[src/rtl/alu_pkg.sv]
// rtl/alu_pkg.sv - shared op codes, FSM encoding and op helpers for the serial ALU
package alu_pkg;

    localparam int NIBBLE_W = 4;

    localparam logic [2:0] OP_ADD = 3'b000;
    localparam logic [2:0] OP_SUB = 3'b001;
    localparam logic [2:0] OP_NOT = 3'b010;
    localparam logic [2:0] OP_AND = 3'b011;
    localparam logic [2:0] OP_OR  = 3'b100;
    localparam logic [2:0] OP_XOR = 3'b101;
    localparam logic [2:0] OP_LT  = 3'b110;
    localparam logic [2:0] OP_EQ  = 3'b111;

    localparam logic [1:0] ST_IDLE = 2'd0;
    localparam logic [1:0] ST_RUN  = 2'd1;
    localparam logic [1:0] ST_DONE = 2'd2;

    // Subtract and both compares run as a + ~b + 1.
    function automatic logic op_inverts_b(input logic [2:0] op);
        return (op == OP_SUB) || (op == OP_LT) || (op == OP_EQ);
    endfunction

    function automatic logic op_is_arith(input logic [2:0] op);
        return (op == OP_ADD) || op_inverts_b(op);
    endfunction

endpackage

[src/rtl/alu_nibble_slice.sv]
// rtl/alu_nibble_slice.sv - combinational 4-bit ALU slice with carry in/out
module alu_nibble_slice
    import alu_pkg::*;
(
    input  logic [NIBBLE_W-1:0] a,
    input  logic [NIBBLE_W-1:0] b,
    input  logic [2:0]          op,
    input  logic                cin,
    output logic [NIBBLE_W-1:0] r,
    output logic                cout
);

    logic [NIBBLE_W-1:0] b_eff;
    logic [NIBBLE_W:0]   sum;

    assign b_eff = op_inverts_b(op) ? ~b : b;
    assign sum   = {1'b0, a} + {1'b0, b_eff} + {{NIBBLE_W{1'b0}}, cin};

    always_comb begin
        r    = '0;
        cout = 1'b0;
        case (op)
            OP_NOT:  r = ~a;
            OP_AND:  r = a & b;
            OP_OR:   r = a | b;
            OP_XOR:  r = a ^ b;
            default: {cout, r} = sum;
        endcase
    end

endmodule

[src/rtl/alu_serial_seq.sv]
// rtl/alu_serial_seq.sv - W-bit ALU built by time-multiplexing one 4-bit slice, LSB nibble first
module alu_serial_seq
    import alu_pkg::*;
#(
    parameter int NIBBLES = 4
) (
    input  logic                    clk,
    input  logic                    rst,
    input  logic                    in_valid,
    output logic                    in_ready,
    input  logic [2:0]              op,
    input  logic [4*NIBBLES-1:0]    a,
    input  logic [4*NIBBLES-1:0]    b,
    output logic                    out_valid,
    input  logic                    out_ready,
    output logic [4*NIBBLES-1:0]    result,
    output logic                    zero,
    output logic                    overflow,
    output logic                    carry,
    output logic                    size
);

    localparam int W     = NIBBLE_W * NIBBLES;
    localparam int IDX_W = $clog2(NIBBLES);
    localparam logic [IDX_W-1:0] IDX_LAST = IDX_W'(NIBBLES - 1);

    logic [1:0]          state_q;
    logic [IDX_W-1:0]    idx_q;
    logic [2:0]          op_q;
    logic [W-1:0]        a_sh_q;
    logic [W-1:0]        b_sh_q;
    logic                cin_q;

    logic [NIBBLE_W-1:0] r_nib;
    logic                cout_nib;

    // Operands shift right each RUN cycle so the slice always sees the current nibble at [3:0].
    alu_nibble_slice u_slice (
        .a    (a_sh_q[NIBBLE_W-1:0]),
        .b    (b_sh_q[NIBBLE_W-1:0]),
        .op   (op_q),
        .cin  (cin_q),
        .r    (r_nib),
        .cout (cout_nib)
    );

    logic [W-1:0] final_result;
    logic         b_eff_msb;
    logic         arith;
    logic         final_zero;
    logic         final_ovf;

    // Only meaningful on the last nibble, when every lower nibble is already in result.
    assign final_result = {r_nib, result[W-NIBBLE_W-1:0]};
    assign b_eff_msb    = b_sh_q[NIBBLE_W-1] ^ op_inverts_b(op_q);
    assign arith        = op_is_arith(op_q);
    assign final_zero   = (final_result == '0);
    assign final_ovf    = arith && (a_sh_q[NIBBLE_W-1] == b_eff_msb)
                                && (r_nib[NIBBLE_W-1] != a_sh_q[NIBBLE_W-1]);

    always_ff @(posedge clk) begin
        if (rst) begin
            state_q   <= ST_IDLE;
            idx_q     <= '0;
            op_q      <= OP_ADD;
            a_sh_q    <= '0;
            b_sh_q    <= '0;
            cin_q     <= 1'b0;
            result    <= '0;
            zero      <= 1'b0;
            overflow  <= 1'b0;
            carry     <= 1'b0;
            size      <= 1'b0;
            in_ready  <= 1'b1;
            out_valid <= 1'b0;
        end else begin
            case (state_q)
                ST_IDLE: begin
                    if (in_valid) begin
                        op_q     <= op;
                        a_sh_q   <= a;
                        b_sh_q   <= b;
                        idx_q    <= '0;
                        cin_q    <= op_inverts_b(op);
                        result   <= '0;
                        in_ready <= 1'b0;
                        state_q  <= ST_RUN;
                    end
                end
                ST_RUN: begin
                    result[NIBBLE_W*idx_q +: NIBBLE_W] <= r_nib;
                    a_sh_q <= a_sh_q >> NIBBLE_W;
                    b_sh_q <= b_sh_q >> NIBBLE_W;
                    cin_q  <= cout_nib;
                    idx_q  <= idx_q + 1'b1;
                    if (idx_q == IDX_LAST) begin
                        zero      <= final_zero;
                        overflow  <= final_ovf;
                        carry     <= arith & cout_nib;
                        size      <= (op_q == OP_LT) ? (r_nib[NIBBLE_W-1] ^ final_ovf)
                                   : (op_q == OP_EQ) ? final_zero : 1'b0;
                        out_valid <= 1'b1;
                        state_q   <= ST_DONE;
                    end
                end
                ST_DONE: begin
                    if (out_ready) begin
                        out_valid <= 1'b0;
                        in_ready  <= 1'b1;
                        state_q   <= ST_IDLE;
                    end
                end
                default: begin
                    out_valid <= 1'b0;
                    in_ready  <= 1'b1;
                    state_q   <= ST_IDLE;
                end
            endcase
        end
    end

endmodule

[config.mk]
export PLATFORM = sky130hd
export DESIGN_NAME = alu_serial_seq
export DESIGN_NICKNAME = d
export VERILOG_FILES = /design/src/rtl/alu_pkg.sv /design/src/rtl/alu_nibble_slice.sv /design/src/rtl/alu_serial_seq.sv
export SDC_FILE = /design/constraint.sdc
export NUM_CORES = 1
export LEC_CHECK = 0
export ABC_AREA = 1
export BUFFER_PORTS_ARGS = -buffer_cell sky130_fd_sc_hd__buf_2
export CAP_MARGIN = 20
export CORE_UTILIZATION = 57
export CTS_BUF_LIST = sky130_fd_sc_hd__clkbuf_16
export CTS_CLUSTER_SIZE = 16
export DETAILED_ROUTE_END_ITERATION = 8
export PLACE_DENSITY_LB_ADDON = 0.25
export SYNTH_ARGS = -nofsm -noshare
export SYNTH_HDL_FRONTEND = slang
export SYNTH_SLANG_ARGS = --single-unit
[constraint.sdc]
create_clock -name clk -period 7.3 [get_ports clk]
set_input_delay 1.46 -clock clk [delete_from_list [all_inputs] [get_ports clk]]
set_output_delay 1.46 -clock clk [all_outputs]
set_load 0.1 [all_outputs]
## After elaboration in Yosys (flattened, before gate mapping)

Cells that the tools add are included.

- Bits in registers: 62
- Output and inout port bits: 22
- Logic and storage cells: 91

- Add/sub/neg operators: 4
- Equal/unequal tests: 18
- Shift operators: 2
- Muxes and demuxes: 26
- Bitwise logic cells: 10
- Reduce and logical (&&, ||, !) cells: 18

Operators by type and width:

| kind | number |
|---|---|
| 16-bit case mux with 2 select lines | 3 |
| 16-bit 2-to-1 mux | 3 |
| 4-bit negation with 34-bit output | 1 |
| 4-bit by 34-bit variable shift with 16-bit output, first input constant | 1 |
| 4-bit by 34-bit indexed part select with 16-bit output | 1 |
| 3-bit equality test, second input constant | 6 |
| 16-bit bitwise mux | 1 |
| 16-bit zero test | 1 |
| 4-bit case mux with 4 select lines | 1 |
| 3-bit AND reduction | 3 |
| 1-bit 2-to-1 mux | 8 |
| 2-bit 2-to-1 mux | 4 |
| 4-bit inverter | 2 |
| 3-bit by 1-bit equality test with 1-bit output, second input constant | 2 |
| 3-bit by 2-bit equality test with 1-bit output, second input constant | 2 |
| 2-bit inequality test, second input constant | 3 |
| 1-bit case mux with 3 select lines | 2 |
| 2-bit case mux with 3 select lines | 1 |
| 2-bit AND reduction | 3 |
| 4-bit by 4-bit adder with 5-bit output | 1 |
| 5-bit by 1-bit adder with 5-bit output | 1 |
| 1-bit logical OR | 5 |
| 4-bit AND | 1 |
| 2-bit equality test, second input constant | 2 |
| other kinds (17) | 20 |

## Depth between registers and ports, before layout

Gate-level depths: netlist of the first run.

- Depth in word-level cells: 11
- Mapped depth: 17
- Mapped depth without buffers: 17

## By module

From an unflattened synthesis of the first run, not the netlist that was laid out.

- Cells, all modules: 471
- Area total of the unflattened synthesis: 3250.6 µm²

Modules (own cells, without submodules):

| module | times used | cells an instance | area each (µm²) |
|---|---|---|---|
| alu_serial_seq | 1 | 368 | 2680.1 |
| alu_nibble_slice | 1 | 103 | 570.5 |

## Worst setup path after synthesis of the first run

No wires, ideal clock.

- Path type: register to output
- Start point: register result[10]
- End point: output result[10]
- Arrival time: 0.941 ns
- Data required time: 5.840 ns
- Path slack: 4.899 ns
- Cell stages (with the launch flop): 1
- Buffers on the path: 0
- Cells stage by stage: dfxtp_1

RTL lines:

| item | line | RTL |
|---|---|---|
| start: declaration | alu_serial_seq.sv:16 | `output logic [4*NIBBLES-1:0] result,` |
| start signal: indexed assignment | alu_serial_seq.sv:91 | `result[NIBBLE_W*idx_q +: NIBBLE_W] <= r_nib;` |

No word-level cell between the ends.

## Worst setup path after layout of the first run

- Start point: input in_valid
- End point: register a_sh_q[4]

- Cells in the longest elaborated chain, start to end: 2

RTL lines:

| item | line | RTL |
|---|---|---|
| start: declaration | alu_serial_seq.sv:9 | `input logic in_valid,` |
| 2-bit inequality test (no source line) | -- |  |
| 2-bit AND reduction (no source line) | -- |  |
| end signal: assignment | alu_serial_seq.sv:92 | `a_sh_q <= a_sh_q >> NIBBLE_W;` |
| end: declaration | alu_serial_seq.sv:30 | `logic [W-1:0] a_sh_q;` |

Every way passes these cells.
A chain may end at the register's enable or synchronous reset.

==> results of run 1 <==
-- routing by layer --
metal,GRT usage,vias to the layer above,wire (um)
met5,0,-,0
met4,0.09259,0,141
met3,0.07804,13,437
met2,0.4749,100,3681
met1,0.3440,1384,3275
li1,-,1567,-
-- synth_stat cells, types with 4 or more instances --
library cell / number
buf_2: 7
nand4_1: 4
nor2_1: 22
o21ai_0: 34
nand3_1: 17
nand2_1: 136
dfxtp_1: 62
a31oi_1: 24
a21oi_1: 45
inv_1: 35
clkbuf_1: 13
xor2_1: 4
ha_1: 15
-- power by group through the flow --
| stage | Combinational [W] | Sequential [W] | Clock [W] |
|---|---|---|---|
| after detailed placement | 0.000181 | 0.000389 | 0 |
| after CTS | 0.000182 | 0.000382 | 0.000404 |
| after global placement | 0.000174 | 0.000389 | 0 |
| after floorplan | 0.000126 | 0.000397 | 0 |
| after global routing | 0.000211 | 0.000386 | 0.000419 |
| final | 0.000189 | 0.000383 | 0.000401 |
-- metrics by stage --
stage | setup WS [ns] | cells | utilization | instance area [sq um]
3_5_place_dp | 3.383 | 550 | 0.6599 | 3413
5_1_grt | 3.891 | 567 | 0.7199 | 3724
4_1_cts | 3.739 | 566 | 0.7146 | 3696
3_3_place_gp | 3.578 | 550 | 0.6599 | 3413
2_1_floorplan | 4.899 | 439 | - | 3102
6_report | 4.089 | 567 | 0.7199 | 3724
-- tightest hold or removal path, cell delays in order, from the launching register on --
cell and delay, ns:
dfxtp_1 0.32, nand2_1 0.05, nand2_1 0.05
-- registers in the layout, indices dropped and copies added (netlist names) --
signal     count
a_sh_q        16
b_sh_q        16
carry          1
cin_q          1
idx_q          2
in_ready       1
op_q           3
out_valid      1
overflow       1
result        16
size           1
state_q        2
zero           1
-- area by class of cell --
| cell class | instances | area, sq um |
|---|---|---|
| inverter | 37 | 138.9 |
| tap | 70 | 87.58 |
| fill | 426 | 1449 |
| sequential | 62 | 1241 |
| timing repair buffer | 62 | 335.3 |
| clock inverter | 7 | 57.56 |
| clock buffer | 9 | 225.2 |
| multi-input combinational | 320 | 1638 |
-- logic make-up (layout without fill, tap and decap cells) --
logic type	count (synthesis)	after routing	synth area share
and+or+nand+nor	193	193	0.2606
buffers and inverters	57	115	0.07181
adders and majority gates	17	17	0.07342
xor gates and xnor gates	4	4	0.01129
AOI/OAI and AO/OA	106	106	0.1827
DFF	62	62	0.4002
-- how the worst max path moves through the flow --
stage | from | endpoint | slack, ns | cells past startpoint
after CTS | in_valid | a_sh_q[4]$_SDFFE_PP0P_ | 3.74 | 7
after detailed placement | in_valid | a_sh_q[4]$_SDFFE_PP0P_ | 3.38 | 7
after floorplan | result[10]$_SDFFE_PP0P_ | result[10] | 4.90 | 0
final | in_valid | a_sh_q[4]$_SDFFE_PP0P_ | 4.09 | 8
after global routing | in_valid | b_sh_q[5]$_SDFFE_PP0P_ | 3.89 | 8
after global placement | in_valid | b_sh_q[1]$_SDFFE_PP0P_ | 3.58 | 7
==> impl_metrics.env, run 1 <==
export IMPL_cpPeakStageDelay_ns=0.61
export IMPL_whs_path_depth=2
export IMPL_min_path_type="reg -> reg"
export IMPL_hold_buffers=0
export IMPL_final_common_cell="nand2_1"
export IMPL_critical_path_buf_inv_count=4
export IMPL_overflow=0
export IMPL_finalSetupTns_ns=0
export IMPL_ir_drop_mv=0.2293
export IMPL_place_gp_congestion=0.8939
export IMPL_core_sq_um=5172
export IMPL_endpoint_kind="flop"
export IMPL_root_buffer="clkbuf_16"
export IMPL_ys_types=25
export IMPL_skew_ns=0.008204
export IMPL_num_rows=26
export IMPL_fmax_mhz=311.4
export IMPL_start_util=0.5997
export IMPL_timing_hold_ws_ns=0.4462
export IMPL_synth_nets=495
export IMPL_critPathMaxFanout=43
export IMPL_hold_violations=0
export IMPL_grt_pass1_vias=2694
export IMPL_numClockSinks=62
export IMPL_nNetsFinal=548
export IMPL_io_buffer_count=60
export IMPL_path_clk_slew_ns=0.05
export IMPL_ys_ff_latch=62
export IMPL_fp_dieW_um=75.77
export IMPL_grt_usage=0.2806
export IMPL_drtAntennaViolNets=0
export IMPL_cts_made_buffers=9
export IMPL_dp_hpwl_um=5337
export IMPL_drc_errors=0
export IMPL_hold_end="in_ready$_SDFFE_PP1P_"
export IMPL_crit_path_top_delay_cell="nor2_1"
export IMPL_pwr_share_clk=0.413
export IMPL_leakagePower_nw=1.717
export IMPL_crit_chain="buf_2 > nand3_2 > inv_1 > nor2_1 > inv_1 > buf_16 > o21ai_0 > a31oi_1"
export IMPL_power_density_nw_per_um2=261.2
export IMPL_power_w=0.0009725
export IMPL_cts_tree="yes"
export IMPL_status="finished, final reports clean"
export IMPL_reg2reg_from="op_q[2]$_SDFFE_PP0P_"
export IMPL_p_switching_w=0.0002912
export IMPL_p_comb_frac=0.194
export IMPL_crit_family="buffers and inverters"
export IMPL_min_period_over_period=0.4399
export IMPL_die_area_sq_um=5740
export IMPL_ios=61
export IMPL_worstPathArrival_ns=3.42
export IMPL_synth_area_top_cells="dfxtp_1 40%, nand2_1 16%, a21oi_1 7.3%"
export IMPL_routed_wl_um=7536
export IMPL_worstRegToRegCells=14
export IMPL_maxSlewViolCount=0
export IMPL_sequentialPowerShare=0.393
export IMPL_dr_pass1_iters=4
export IMPL_async_flop_share=0
export IMPL_maxCapViolations=0
export IMPL_h_tree_depth=3
export IMPL_tightest_slew_ns=0.7636
export IMPL_swShare=0.2995
export IMPL_syn_area_sq_um=3102
export IMPL_reg2reg_to="size$_SDFFE_PP0P_"
export IMPL_grt_first_pass_wirelength_um=11960
export IMPL_wire_per_inst_um=13.29
export IMPL_seq_area_frac_synth=0.4002
export IMPL_postCtsSetupBuffers=0
export IMPL_synthFlopType="dfxtp_1"
export IMPL_relSlewSlack=0.4903
export IMPL_clk_path_buf_depth=2
export IMPL_crit_top_cell="inv_1"
export IMPL_insertion_delay_ns=0.33
export IMPL_grt_max_degree=49
export IMPL_period_needed_ns=3.211
export IMPL_rsz0062_at_grt="no"
export IMPL_startpoint_type="input pin"
export IMPL_synthDominantCellAreaShare=0.4002
export IMPL_worstSetupPathType="in -> reg"
export IMPL_post_cts_resized=0
export IMPL_avgSynthCellArea_sq_um=7.065
export IMPL_r2r_slack_ns=4.31
export IMPL_die_h_um=75.77
export IMPL_yosysTopAreaCell="dfxtp_1"
export IMPL_drtIter0Drc=198
export IMPL_antenna_found_initial=0
export IMPL_p_int_w=0.0006813
export IMPL_antenna_cells=0
export IMPL_vias=3064
export IMPL_cp_required_ns=7.51
export IMPL_worstHoldStart="in_ready$_SDFFE_PP1P_"
export IMPL_post_route_cells_drive_above_1_share=0.1650
export IMPL_area_growth_synth_to_final_pct=20.05
export IMPL_final_cell_mix="136 x nand2_1, 62 x dfxtp_1, 60 x buf_2, 45 x a21oi_1, 37 x inv_1"
export IMPL_synth_edff_count=0
export IMPL_finalSetupViolations=0
export IMPL_drt_vias_per_instance=5.404
export IMPL_yosys_warnings=0
export IMPL_syn_instance_count=439
No activity file was read; power rests on OpenSTA's default activity.
==> run 2: changes to the inputs <==
Settings changed: CORE_UTILIZATION 57 to 50.
Clock period 7.3 ns to 2.6 ns, I/O delays scaled along.
==> run 2 against run 1 <==
Against the previous run: first-iteration DRC count decreased by 2.5%; critical path type is now reg -> reg; critical endpoint is now size$_SDFFE_PP0P_; utilization decreased by 7.7 points; final area grew 2.8%; clock-buffer cell count is the same.
==> impl_metrics.env, run 2 (synthesized netlist as in run 1, its figures left out) <==
export IMPL_overflow=0
export IMPL_die_h_um=80.76
export IMPL_cts_tree="yes"
export IMPL_core_sq_um=5956
export IMPL_drtIter0Drc=193
export IMPL_worstPathArrival_ns=2.66
export IMPL_insertion_delay_ns=0.32
export IMPL_grt_pass1_vias=2722
export IMPL_period_needed_ns=2.403
export IMPL_reg_top3="a_sh_q x16, b_sh_q x16, result x16"
export IMPL_postCtsSetupBuffers=0
export IMPL_clk_path_buf_depth=2
export IMPL_fp_dieW_um=80.76
export IMPL_ir_drop_mv=0.4881
export IMPL_endpoint_kind="flop"
export IMPL_relSlewSlack=0.4658
export IMPL_crit_path_top_delay_cell="fa_1"
export IMPL_p_int_w=0.002022
export IMPL_place_gp_congestion=0.9567
export IMPL_min_period_over_period=0.9242
export IMPL_post_cts_resized=0
export IMPL_post_dp_cell_area_sq_um=3487
export IMPL_hold_buffers=0
export IMPL_startpoint_type="flop"
export IMPL_crit_chain="inv_1 > nand3_2 > nand2_2 > xor2_2 > fa_2 > inv_1 > fa_1 > nand2_1 > nand2_1 > inv_1 > nand2_1 > nor2_2 > nand3_1 > a21oi_2"
export IMPL_maxSlewViolCount=0
export IMPL_worstSetupPathType="reg -> reg"
export IMPL_cp_required_ns=2.85
export IMPL_dr_pass1_iters=5
export IMPL_start_util=0.5208
export IMPL_h_tree_depth=3
export IMPL_tightest_slew_ns=0.8004
export IMPL_drtAntennaViolNets=0
export IMPL_root_buffer="clkbuf_16"
export IMPL_cts_made_buffers=9
export IMPL_grt_max_degree=35
export IMPL_ios=61
export IMPL_sequentialPowerShare=0.376
export IMPL_crit_family="adder cells"
export IMPL_cp_depth=14
export IMPL_power_density_nw_per_um2=743.5
export IMPL_antenna_found_initial=0
export IMPL_post_route_cells_drive_above_1_share=0.1984
export IMPL_p_switching_w=0.0008245
export IMPL_min_path_type="in -> reg"
export IMPL_r2r_slack_ns=0.20
export IMPL_routed_wl_um=7611
export IMPL_final_cell_mix="135 x nand2_1, 60 x dfxtp_1, 60 x buf_2, 44 x a21oi_1, 37 x inv_1"
export IMPL_grt_usage=0.2519
export IMPL_design_area_sq_um=3829
export IMPL_grt_first_pass_wirelength_um=12500
export IMPL_critical_path_buf_inv_count=3
export IMPL_final_common_cell="nand2_1"
export IMPL_maxCapViolations=0
export IMPL_io_buffer_count=60
export IMPL_p_comb_frac=0.193
export IMPL_swShare=0.2896
export IMPL_whs_path_depth=3
export IMPL_fmax_mhz=416.2
export IMPL_wire_per_inst_um=13.15
export IMPL_nNetsFinal=556
export IMPL_area_growth_synth_to_final_pct=23.44
export IMPL_pwr_share_clk=0.431
export IMPL_path_clk_slew_ns=0.05
export IMPL_die_area_sq_um=6522
export IMPL_finalSetupViolations=0
export IMPL_skew_ns=0.006017
export IMPL_drt_vias_per_instance=5.295
export IMPL_critPathMaxFanout=5
export IMPL_numClockSinks=62
export IMPL_status="finished, final reports clean"
export IMPL_leakagePower_nw=1.762
export IMPL_dp_hpwl_um=5238
export IMPL_cpPeakStageDelay_ns=0.41
export IMPL_hold_violations=0
export IMPL_antenna_cells=0
export IMPL_num_rows=28
export IMPL_drc_errors=0
export IMPL_finalSetupTns_ns=0
export IMPL_worstRegToRegCells=14
export IMPL_vias=3066
run 2: cell count changes in the layout (fill, tap and decap cells not counted), sizes merged:
| cell | previous run | this run |
|---|---|---|
| buf | 62 | 70 |
| clkinv | 3 | 1 |
| bufinv | 1 | 2 |
run 2: cell type report:
| cell class | count | area (sq um) |
|---|---|---|
| clock buffers | 9 | 225.2 |
| flip-flops and latches | 62 | 1246 |
| multi-input cells | 320 | 1667 |
| inverters | 37 | 141.4 |
| clock inverters | 6 | 80.08 |
| repair buffers | 70 | 375.4 |
| fillers | 563 | 2127 |
| well taps | 75 | 93.84 |
run 2: worst paths after layout:
kind,start,to
hold / removal,a[13],a_sh_q[13]$_SDFFE_PP0P_
hold reg to reg,in_ready$_SDFFE_PP1P_,in_ready$_SDFFE_PP1P_
setup / recovery,op_q[2]$_SDFFE_PP0P_,size$_SDFFE_PP0P_
setup reg to reg,op_q[2]$_SDFFE_PP0P_,size$_SDFFE_PP0P_
run 2: routing by layer:
| layer | vias up | global-route usage | routed length (um) |
|---|---|---|---|
| li1 | 1577 | - | - |
| met1 | 1379 | 0.3326 | 3515 |
| met2 | 92 | 0.3983 | 3529 |
| met3 | 18 | 0.04831 | 420 |
| met4 | 0 | 0.1143 | 144 |
| met5 | - | 0 | 0 |
run 2: stage by stage:
stage                     instances  utilization  worst slack [ns]  hold slack, ns  power, W
after floorplan                 439            -            0.2512          0.4410  0.001469
after global placement          564       0.5855            0.1926          0.4390  0.001604
after detailed placement        564       0.5855           0.05871          0.4382  0.001615
after CTS                       579       0.6368           0.02157          0.4406  0.002844
after global routing            579       0.6429          -0.01730          0.4605  0.002985
final                           579       0.6429            0.1971          0.4450  0.002846
run 2: power groups by stage:
stage / registers [W] / clock network [W] / logic, W
2_1_floorplan: 0.00111 / 0 / 0.000354
6_report: 0.00107 / 0.00123 / 0.000550
3_3_place_gp: 0.00108 / 0 / 0.000520
4_1_cts: 0.00107 / 0.00124 / 0.000535
3_5_place_dp: 0.00109 / 0 / 0.000529
5_1_grt: 0.00108 / 0.00128 / 0.000624
run 2: worst min-delay path, cell delays in order:
cell	delay [ns]
buf_2	0.09
nand2_1	0.05
a21oi_1	0.06
==> run 3: changes to the inputs <==
Settings changed: CTS_BUF_LIST sky130_fd_sc_hd__clkbuf_16 to unset.
==> run 3 against run 2 <==
Against the previous run: first-iteration DRC count is 16% higher; die area unchanged; critical path depth unchanged; global-route usage decreased by 0.33 points; worst hold slack lost 0.017 ns; clock power is 27% lower; worst setup slack gained 0.018 ns; critical path type unchanged; critical endpoint unchanged; largest cell class unchanged.
==> impl_metrics.env, run 3 (synthesized netlist as in run 1, its figures left out) <==
export IMPL_status="finished, final reports clean"
export IMPL_antenna_found_initial=0
export IMPL_root_buffer="clkbuf_8"
export IMPL_final_cell_mix="135 x nand2_1, 60 x dfxtp_1, 60 x buf_2, 44 x a21oi_1, 35 x inv_1"
export IMPL_routed_wl_um=7526
export IMPL_p_switching_w=0.0007835
export IMPL_endpoint_kind="flop"
export IMPL_postCtsSetupBuffers=0
export IMPL_die_area_sq_um=6522
export IMPL_grt_max_degree=35
export IMPL_multi_input_area_sq_um=1667
export IMPL_overflow=0
export IMPL_core_sq_um=5956
export IMPL_grtUsageMet1=0.3326
export IMPL_hold_violations=0
export IMPL_critPathMaxFanout=5
export IMPL_rsz0062_at_grt="no"
export IMPL_pwr_share_clk=0.357
export IMPL_place_gp_congestion=0.9567
export IMPL_drtIter0Drc=223
export IMPL_die_h_um=80.76
export IMPL_leakagePower_nw=1.708
export IMPL_antenna_cells=0
export IMPL_insertion_delay_ns=0.34
export IMPL_regArea_sq_um=1246
export IMPL_worstPathArrival_ns=2.65
export IMPL_drtAntennaViolNets=0
export IMPL_cp_required_ns=2.87
export IMPL_vias=3041
export IMPL_sequentialPowerShare=0.424
export IMPL_fillers=576
export IMPL_p_comb_frac=0.219
export IMPL_skew_ns=0.008551
export IMPL_reg2reg_from="op_q[2]$_SDFFE_PP0P_"
export IMPL_io_buffer_count=60
export IMPL_path_clk_slew_ns=0.07
export IMPL_globalRouteMet2Util=0.3814
export IMPL_drc_errors=0
export IMPL_min_path_type="in -> reg"
export IMPL_grt_usage=0.2486
export IMPL_grt_pass1_vias=2690
export IMPL_dr_pass1_iters=5
export IMPL_busiest_layer="met2"
export IMPL_start_util=0.5208
export IMPL_nNetsFinal=556
export IMPL_dp_hpwl_um=5238
export IMPL_worstHoldStart="a[13]"
export IMPL_period_needed_ns=2.385
export IMPL_met3_usage=0.06180
export IMPL_wire_per_inst_um=13.00
export IMPL_final_common_cell="nand2_1"
export IMPL_finalSetupViolations=0
export IMPL_crit_start="op_q[2]$_SDFFE_PP0P_"
export IMPL_p_int_w=0.001730
export IMPL_clk_path_buf_depth=2
export IMPL_cts_tree="yes"
export IMPL_post_route_cells_drive_above_1_share=0.1984
export IMPL_worstSetupPathType="reg -> reg"
export IMPL_min_period_over_period=0.9174
export IMPL_ios=61
export IMPL_reg_top3="a_sh_q x16, b_sh_q x16, result x16"
export IMPL_swShare=0.3117
export IMPL_startpoint_type="flop"
export IMPL_ir_drop_mv=0.5204
export IMPL_maxCapViolations=0
export IMPL_cts_made_buffers=9
export IMPL_finalSetupTns_ns=0
export IMPL_power_density_nw_per_um2=674.4
export IMPL_fmax_mhz=419.2
export IMPL_drt_vias_per_instance=5.252
export IMPL_maxSlewViolCount=0
export IMPL_h_tree_depth=3
export IMPL_area_growth_synth_to_final_pct=20.17
export IMPL_num_rows=28
export IMPL_numClockSinks=62
export IMPL_relSlewSlack=0.4656
export IMPL_timing_hold_ws_ns=0.4281
export IMPL_fp_dieW_um=80.76
export IMPL_hold_buffers=0
export IMPL_tightest_slew_ns=0.8006
export IMPL_grt_first_pass_wirelength_um=12280
## run 3: cell types whose count changed in the layout (fill, tap and decap cells not counted)
cell | previous run | this run
clkbuf_1 | 0 | 2
clkbuf_16 | 9 | 0
clkbuf_8 | 0 | 9
inv_1 | 37 | 35
## run 3: routing by layer
layer / vias up / part of all wire
met5: - / 0
met4: 0 / 0.018
met3: 14 / 0.041
met2: 69 / 0.45
met1: 1384 / 0.49
li1: 1574 / -
## run 3: area by class of cell
type	count	area share
clock buffers	11	0.03525
inverters	37	0.03793
clock inverters	4	0.01947
multi-input cells	320	0.4471
well taps	75	0.02518
flip-flops and latches	62	0.3343
repair buffers	70	0.1007
## run 3: metrics by stage
step	area (sq um)	util	instances	worst slack [ns]	power [W]
2_1_floorplan	3102	-	439	0.2512	0.001469
3_3_place_gp	3487	0.5855	564	0.1926	0.001604
3_5_place_dp	3487	0.5855	564	0.05871	0.001615
4_1_cts	3691	0.6197	579	0.01947	0.002504
5_1_grt	3727	0.6258	579	0.01823	0.002652
6_report	3727	0.6258	579	0.2147	0.002514
## run 3: path summary, 6_finish.rpt
kind	to	slack (ns)	depth (start not counted)
max reg2reg	size$_SDFFE_PP0P_	0.21	14
max	size$_SDFFE_PP0P_	0.21	14
min	a_sh_q[13]$_SDFFE_PP0P_	0.43	3
min reg2reg	in_ready$_SDFFE_PP1P_	0.45	2
## run 3: critical path, stage by stage, from the launching register on
cell and delay (ns):
dfxtp_2 0.39, inv_1 0.09, nand3_2 0.10, nand2_2 0.07, xor2_2 0.16, fa_2 0.35
inv_1 0.10, fa_1 0.41, nand2_1 0.07, nand2_1 0.09, inv_1 0.10, nand2_1 0.07
nor2_2 0.11, nand3_1 0.10, a21oi_2 0.12
## run 3: power by group through the flow
stage | combinational, W | clock, W | sequential (W)
after floorplan | 0.000354 | 0 | 0.00111
after global placement | 0.000520 | 0 | 0.00108
after detailed placement | 0.000529 | 0 | 0.00109
after CTS | 0.000534 | 0.000906 | 0.00106
after global routing | 0.000621 | 0.000955 | 0.00107
final | 0.000550 | 0.000897 | 0.00107
## run 3: repair_timing
action,CTS,global route
gates resized for setup,0,11
hold endpoints to repair,0,0
setup endpoints to repair,0,9
